### src/rtl/ahb_pkg.sv
// Shared AHB-Lite encodings and the default-slave state type for the
// bus decoder/mux slice.
package ahb_pkg;

  localparam logic [1:0] HTRANS_IDLE   = 2'b00;
  localparam logic [1:0] HTRANS_BUSY   = 2'b01;
  localparam logic [1:0] HTRANS_NONSEQ = 2'b10;
  localparam logic [1:0] HTRANS_SEQ    = 2'b11;

  localparam logic HRESP_OKAY  = 1'b0;
  localparam logic HRESP_ERROR = 1'b1;

  typedef enum logic [1:0] {
    DS_IDLE = 2'b00,
    DS_ERR1 = 2'b01,
    DS_ERR2 = 2'b10
  } ds_state_e;

endpackage

### src/rtl/ahblite_default_slave.sv
// Default slave for unmapped space: two-cycle ERROR response per active
// transfer, plus a saturating count of ERROR responses issued.
module ahblite_default_slave
  import ahb_pkg::*;
#(
  parameter int CNT_W = 8
) (
  input  logic             clk,
  input  logic             rst_n,
  input  logic             start,
  output logic             hreadyout,
  output logic             hresp,
  output logic [CNT_W-1:0] err_cnt
);

  ds_state_e state, state_next;

  always_ff @(posedge clk or negedge rst_n) begin
    if (!rst_n) state <= DS_IDLE;
    else        state <= state_next;
  end

  always_comb begin
    state_next = state;
    hreadyout  = 1'b1;
    hresp      = HRESP_OKAY;
    case (state)
      DS_IDLE: begin
        if (start) state_next = DS_ERR1;
      end
      DS_ERR1: begin
        hreadyout  = 1'b0;
        hresp      = HRESP_ERROR;
        state_next = DS_ERR2;
      end
      DS_ERR2: begin
        hresp      = HRESP_ERROR;
        state_next = start ? DS_ERR1 : DS_IDLE;
      end
      default: state_next = DS_IDLE;
    endcase
  end

  // ERR1 can never follow ERR1, so next==ERR1 marks exactly one entry.
  always_ff @(posedge clk or negedge rst_n) begin
    if (!rst_n)
      err_cnt <= '0;
    else if (state_next == DS_ERR1 && err_cnt != {CNT_W{1'b1}})
      err_cnt <= err_cnt + CNT_W'(1);
  end

endmodule

### src/rtl/ahblite_bus_decoder_mux.sv
// AHB-Lite slave-side interconnect: address decode into windows, registered
// data-phase select, response mux and a built-in default slave.
module ahblite_bus_decoder_mux
  import ahb_pkg::*;
#(
  parameter int                      NUM_PORTS = 4,
  parameter logic [NUM_PORTS-1:0]    PORT_EN   = 4'b1111,
  parameter logic [32*NUM_PORTS-1:0] PORT_BASE =
    {32'h40000010, 32'h40000000, 32'h20000000, 32'h00000000},
  parameter logic [32*NUM_PORTS-1:0] PORT_MASK =
    {32'hFFFFFFF0, 32'hFFFFFFF0, 32'hFFFF0000, 32'hFFFF0000},
  parameter int                      CNT_W     = 8
) (
  input  logic                      HCLK,
  input  logic                      HRESETn,
  input  logic [31:0]               HADDR,
  input  logic [1:0]                HTRANS,
  input  logic                      HREADY,
  output logic [NUM_PORTS-1:0]      HSEL_S,
  input  logic [32*NUM_PORTS-1:0]   HRDATA_S,
  input  logic [NUM_PORTS-1:0]      HREADYOUT_S,
  input  logic [NUM_PORTS-1:0]      HRESP_S,
  output logic [31:0]               HRDATA,
  output logic                      HREADYOUT,
  output logic                      HRESP,
  output logic [CNT_W-1:0]          ERR_CNT
);

  localparam logic [NUM_PORTS:0] SEL_DEFAULT = {1'b1, {NUM_PORTS{1'b0}}};

  logic [NUM_PORTS-1:0] hit;
  logic                 hit_any;
  logic                 active;
  logic                 ds_start;
  logic                 ds_ready;
  logic                 ds_resp;
  logic [NUM_PORTS:0]   sel_q;

  for (genvar i = 0; i < NUM_PORTS; i++) begin : g_hit
    assign hit[i] = PORT_EN[i] &
                    ((HADDR & PORT_MASK[32*i +: 32]) == PORT_BASE[32*i +: 32]);
  end

  // Lowest-index hit wins when windows overlap.
  always_comb begin
    HSEL_S  = '0;
    hit_any = 1'b0;
    for (int i = 0; i < NUM_PORTS; i++) begin
      if (hit[i] && !hit_any) begin
        HSEL_S[i] = 1'b1;
        hit_any   = 1'b1;
      end
    end
  end

  assign active   = (HTRANS == HTRANS_NONSEQ) || (HTRANS == HTRANS_SEQ);
  assign ds_start = HREADY && !hit_any && active;

  always_ff @(posedge HCLK or negedge HRESETn) begin
    if (!HRESETn)
      sel_q <= SEL_DEFAULT;
    else if (HREADY)
      sel_q <= hit_any ? {1'b0, HSEL_S} : SEL_DEFAULT;
  end

  ahblite_default_slave #(
    .CNT_W(CNT_W)
  ) u_default_slave (
    .clk      (HCLK),
    .rst_n    (HRESETn),
    .start    (ds_start),
    .hreadyout(ds_ready),
    .hresp    (ds_resp),
    .err_cnt  (ERR_CNT)
  );

  // Response path follows the registered data-phase select only.
  always_comb begin
    HRDATA    = '0;
    HREADYOUT = ds_ready;
    HRESP     = ds_resp;
    for (int i = 0; i < NUM_PORTS; i++) begin
      if (sel_q[i]) begin
        HRDATA    = HRDATA_S[32*i +: 32];
        HREADYOUT = HREADYOUT_S[i];
        HRESP     = HRESP_S[i];
      end
    end
  end

endmodule

### config.mk
export PLATFORM = sky130hd
export DESIGN_NAME = ahblite_bus_decoder_mux
export DESIGN_NICKNAME = d
export VERILOG_FILES = /design/src/rtl/ahb_pkg.sv /design/src/rtl/ahblite_default_slave.sv /design/src/rtl/ahblite_bus_decoder_mux.sv
export SDC_FILE = /design/constraint.sdc
export NUM_CORES = 1
export LEC_CHECK = 0
export BUFFER_PORTS_ARGS = -buffer_cell sky130_fd_sc_hd__buf_2
export CAP_MARGIN = 20
export CORE_AREA = 5 5 82 84
export CTS_CLUSTER_SIZE = 16
export DETAILED_ROUTE_END_ITERATION = 10
export DIE_AREA = 0 0 87 89
export PLACE_DENSITY = 0.78
export RECOVER_POWER = 100
export SLEW_MARGIN = 20
export SYNTH_ARGS = -nofsm -noshare
export SYNTH_HDL_FRONTEND = slang
export SYNTH_SLANG_ARGS = --single-unit
### constraint.sdc
create_clock -name HCLK -period 4.8 [get_ports HCLK]
set_input_delay 0.24 -clock HCLK [delete_from_list [all_inputs] [get_ports HCLK]]
set_output_delay 0.24 -clock HCLK [all_outputs]
set_load 0.03 [all_outputs]
* Word level (Yosys, flattened, before mapping)
Index checks and enable logic that the tools add are counted.
** Storage, ports and cells
- Register bits :: 14
- Bits in latches :: 0
- RAM bits :: 0
- ROM bits :: 0
- Bits of input ports :: 173
- Output and inout bits :: 46
- Logic and storage cells :: 52
- Memories :: 0
** Cells by class
- $add $sub $neg :: 1
- Multipliers :: 0
- Div/mod/pow operators :: 0
- Magnitude comparators :: 0
- Equality and inequality tests :: 9
- Shifts and indexed selects :: 0
- Muxes and demuxes :: 25
- Bitwise logic cells :: 0
- Reductions and logical operators :: 14
** Operator list (count)
- 2-to-1 mux 32 bit :: 4
- == test 28 x 27 -> 1 bit (second input constant) :: 2
- zero test 32 bit :: 1
- 2-to-1 mux 1 bit :: 18
- == test 16 x 14 -> 1 bit (second input constant) :: 1
- adder 8 x 1 -> 8 bit (second input constant) :: 1
- inequality test 8 bit (second input constant) :: 1
- == test 2 bit (second input constant) :: 3
- logical AND 1 bit :: 6
- case mux 2 bit (3 select lines) :: 1
- == test 2 x 1 -> 1 bit (second input constant) :: 2
- zero test 1 bit :: 4
- 2-to-1 mux 4 bit :: 1
- zero test 2 bit :: 1
- 2-to-1 mux 2 bit :: 1
- OR reduction 2 bit :: 1
- logical OR 1 bit :: 1

* Depth between registers and ports, before layout
- Word-level depth :: 18
- Mapped depth :: 7
- Gate-level depth less buffers :: 7

* Modules after synthesis
From an unflattened synthesis, not the netlist that was laid out.
** Second synthesis, totals
- Cell total of the unflattened synthesis :: 252
- Area, all modules :: 2264.7 um2
** By module, submodules not included
- ahblite_bus_decoder_mux :: times used 1, cells an instance 203, area an instance 1735.4 um2, sequential area each 100.1 um2
- ahblite_default_slave :: times used 1, cells an instance 49, area an instance 529.3 um2, sequential area each 250.2 um2

* Worst setup path after synthesis
No wires, ideal clock.
- Kind :: register to output
- Start :: register sel_q[1]
- End :: output port HRDATA[8]
- Arrival :: 1.838 ns
- Data required time :: 4.560 ns
- Path slack :: 2.722 ns
- Stages on the path, launching flop included :: 7
- Path buffers :: 2
- Path through :: dfrtp_1 clkbuf_1 clkbuf_1 a22oi_1 nor2_1 a21oi_1 o21ai_0
** On the way
- Word-level cells in the longest chain between the ends :: 3
** RTL lines
- start: declaration :: RTL line ahblite_bus_decoder_mux.sv:37 : logic [NUM_PORTS:0] sel_q;
- start signal: assignment :: RTL line ahblite_bus_decoder_mux.sv:63 : sel_q <= hit_any ? {1'b0, HSEL_S} : SEL_DEFAULT;
- 2-to-1 mux 32 bit (3 in series) :: RTL line ahblite_bus_decoder_mux.sv:83 : if (sel_q[i]) begin
- end: declaration :: RTL line ahblite_bus_decoder_mux.sv:23 : output logic [31:0] HRDATA,
Every way passes these cells.

* Worst setup path in the final report
- Start :: register sel_q[1]
- End :: output port HRDATA[20]
Same word-level chain as after synthesis.

==> flow_summary.json <==
{
  "avgSynthCellArea_sq_um": 6.77,
  "switching_power_w": 0.000307,
  "die_height_microns": 89,
  "slew_viol_final": 70,
  "synth.area.mux_share_pct": 5.51,
  "ys_types": 34,
  "slew_headroom_pct": -19.9,
  "io_buffers": 213,
  "core_sq_um": 5850,
  "dpl_worst_slack_ns": 2.40,
  "clkTransAtPathRegs_ns": 0.06,
  "timing.hold.ws_ns": 0.323,
  "max_slew.worst_pin.slew_ns": 1.80,
  "clock_latency_ns": 0.25,
  "irDropWorstVdd_uv": 312,
  "num_antenna_cells": 0,
  "worst_slack_ns": 1.59,
  "synth_nets": 454,
  "num_vias": 2748,
  "drt-pass1-iter-count": 4,
  "start_kind": "flop",
  "dpl.hpwl_microns": 6780,
  "grt_max_degree": 70,
  "swShare_pct": 45.7,
  "num_rows": 28,
  "post-route-drc-count": 0,
  "synth_cells": 275,
  "crit_path_end_kind": "output pin",
  "yosys_warnings": 0,
  "clockPowerShare_pct": 17.3,
  "worstSetupPathType": "reg2out",
  "failed_checks": "capacitance limit, slew limit",
  "gp_congestion": 0.859,
  "synth-simple-area-share_pct": 27.7,
  "synth_compound_area_share_pct": 36.0,
  "cts_tree": "yes",
  "place_area_sq_um": 2960,
  "start_util_pct": 31.8,
  "synthToLayoutAreaGrowth_pct": 57.2,
  "tns_ns": 0,
  "required_ns": 4.56,
  "synth_area_leader_cell": "dfrtp_1",
  "synth_area_leaders": "dfrtp_1 19%, a22oi_1 12%, a21oi_1 10%, o21ai_0 9.4%, nand2_1 7.9%",
  "clock-sinks": 14,
  "rsz0062_at_grt": "false",
  "synth_top_family_by_area": "compound AO/OA/AOI/OAI gates",
  "htreeDepth": 1,
  "seq_area_frac_synth_pct": 18.8,
  "p_int_w": 0.000364,
  "design_area_sq_um": 2930,
  "final-hold-violation-count": 0,
  "total_power_w": 0.000671,
  "track_usage_pct": 18.6,
  "vias_per_cell": 5.01,
  "wl_microns": 8260,
  "nets": 653,
  "cts_buffer_depth": 2,
  "setup_violations": 0,
  "combPwrFrac_pct": 52.4,
  "crit_fanout": 31,
  "ant_nets": 0,
  "ioPinCount": 219,
  "die_w_microns": 87,
  "leakagePower_nw": 1.40,
  "max_freq_mhz": 312,
  "cts_root_buffer": "clkbuf_8",
  "outcome": "finished, violations left",
  "worst_ep_arrival_time_ns": 2.97,
  "layout_commonest_cell": "buf_2",
  "hold_path_class": "in2reg",
  "die_area_sq_um": 7740,
  "grt_pass1_vias": 2555,
  "yosysTopAreaCellShare_pct": 18.8,
  "fin_skew_ns": 0.00455,
  "numCtsBuffers": 3,
  "post-route-period-util_pct": 66.9,
  "drtIter0Drc": 74,
  "overflow": 0,
  "drv_cap": 1,
  "ys_seq_elements": 14,
  "antenna_found_initial": 0,
  "final_cell_mix": "168 x buf_2, 46 x clkbuf_1, 39 x nand2_1",
  "p_per_area_nw_per_um2": 229,
  "wire_per_inst_microns": 15.1,
  "syn_area_sq_um": 1860,
  "grt_pass1_wl_microns": 11900,
  "synthAdderAreaFrac_pct": 4.03,
  "pwr-share-seq_pct": 30.3,
  "fin_crit_ns": 3.21,
  "drive_above_1_share_pct": 39.5,
  "synthXorXnorAreaFrac_pct": 2.35
}
-- critical path, stage by stage, from the launching register on --
cell and delay, ns:
dfrtp_1 0.68, clkbuf_1 0.85, nor2b_2 0.07, buf_4 0.27, a22oi_1 0.17, nor2_1 0.06, a21oi_1 0.16, o21ai_0 0.12
clkbuf_1 0.32
-- path summary, 6_finish.rpt --
kind | startpoint | endpoint | slack [ns] | cells after the start
max | sel_q[1] | HRDATA[20] | 1.59 | 8
min in group asynchronous | HRESETn | u_default_slave.err_cnt[2] | 0.57 | 2
max in group asynchronous | HRESETn | sel_q[2] | 3.67 | 2
max reg2reg | u_default_slave.state[0] | u_default_slave.err_cnt[7] | 2.68 | 7
min reg2reg | u_default_slave.err_cnt[2] | u_default_slave.err_cnt[2] | 0.52 | 1
min | HREADY | sel_q[3] | 0.32 | 2
-- power groups by stage --
stage               Clock (W)  Combinational [W]  Sequential (W)
floorplan                   0           0.000165        0.000256
global placement            0           0.000366        0.000200
detailed placement          0           0.000379        0.000203
CTS                  0.000117           0.000381        0.000202
global route         0.000123           0.000385        0.000211
finish               0.000116           0.000351        0.000204
-- timing repair --
| item | 4_1_cts | 5_1_grt |
|---|---|---|
| resized for setup | 0 | 0 |
| hold endpoints to repair | 14 | 0 |
| buffers inserted | 0 | 0 |
| hold buffers | 1 | 0 |
-- cells in the mapped netlist --
cell type / instances
nor2b_1: 2
dfrtp_1: 14
buf_2: 2
o211ai_1: 1
a21boi_0: 1
nand3_1: 3
inv_1: 5
o211ai_2: 1
nand4_2: 2
mux2i_1: 2
nand2b_1: 2
nor3b_1: 1
nor2_1: 37
and2_1: 1
ha_1: 6
a21oi_1: 38
nor4_2: 2
mux2_2: 5
mux2_1: 1
nand2_1: 39
nor4_4: 3
a211oi_1: 2
a22oi_1: 31
xor2_1: 5
o2111ai_2: 1
nand3b_1: 1
nand2_2: 1
a2111oi_2: 1
clkbuf_1: 20
and3_1: 1
mux2_4: 1
nand4_1: 3
o21ai_0: 35
nor3_1: 5
-- stage by stage --
| stage | utilization [%] | cells |
|---|---|---|
| floorplan | - | 275 |
| finish | 50.0 | 548 |
| detailed placement | 50.6 | 543 |
| global placement | 50.6 | 543 |
| CTS | 51.7 | 548 |
| global route | 50.0 | 548 |
-- registers in the layout, indices dropped and copies added, names as in the netlist --
register and flops:
u_default_slave.state 2, u_default_slave.err_cnt 8, sel_q 4
-- per-layer routing --
| metal | wire length, microns | vias to the layer above | GRT usage (%) |
|---|---|---|---|
| met5 | 0 | - | 0 |
| met4 | 59 | 0 | 2.83 |
| met3 | 705 | 7 | 2.76 |
| met2 | 4380 | 110 | 36.6 |
| met1 | 3110 | 1232 | 21.4 |
| li1 | - | 1399 | - |
-- layout make-up --
cell class / count / area, sq um
fill: 622 / 2920
clock buffer: 4 / 55.1
timing repair buffer: 216 / 1030
tap: 75 / 93.8
sequential: 14 / 354
inverter: 5 / 18.8
multi-input combinational: 234 / 1380
-- cell families after synthesis --
logic type / count (synthesis)
AO/OA/AOI/OAI: 111
XOR/XNOR: 5
adder cells (fa/ha/maj): 6
buffers and inverters: 27
flip-flops: 14
multiplexers: 9
AND/OR/NAND/NOR: 103
Note: power is estimated with default switching activity, not from simulation.
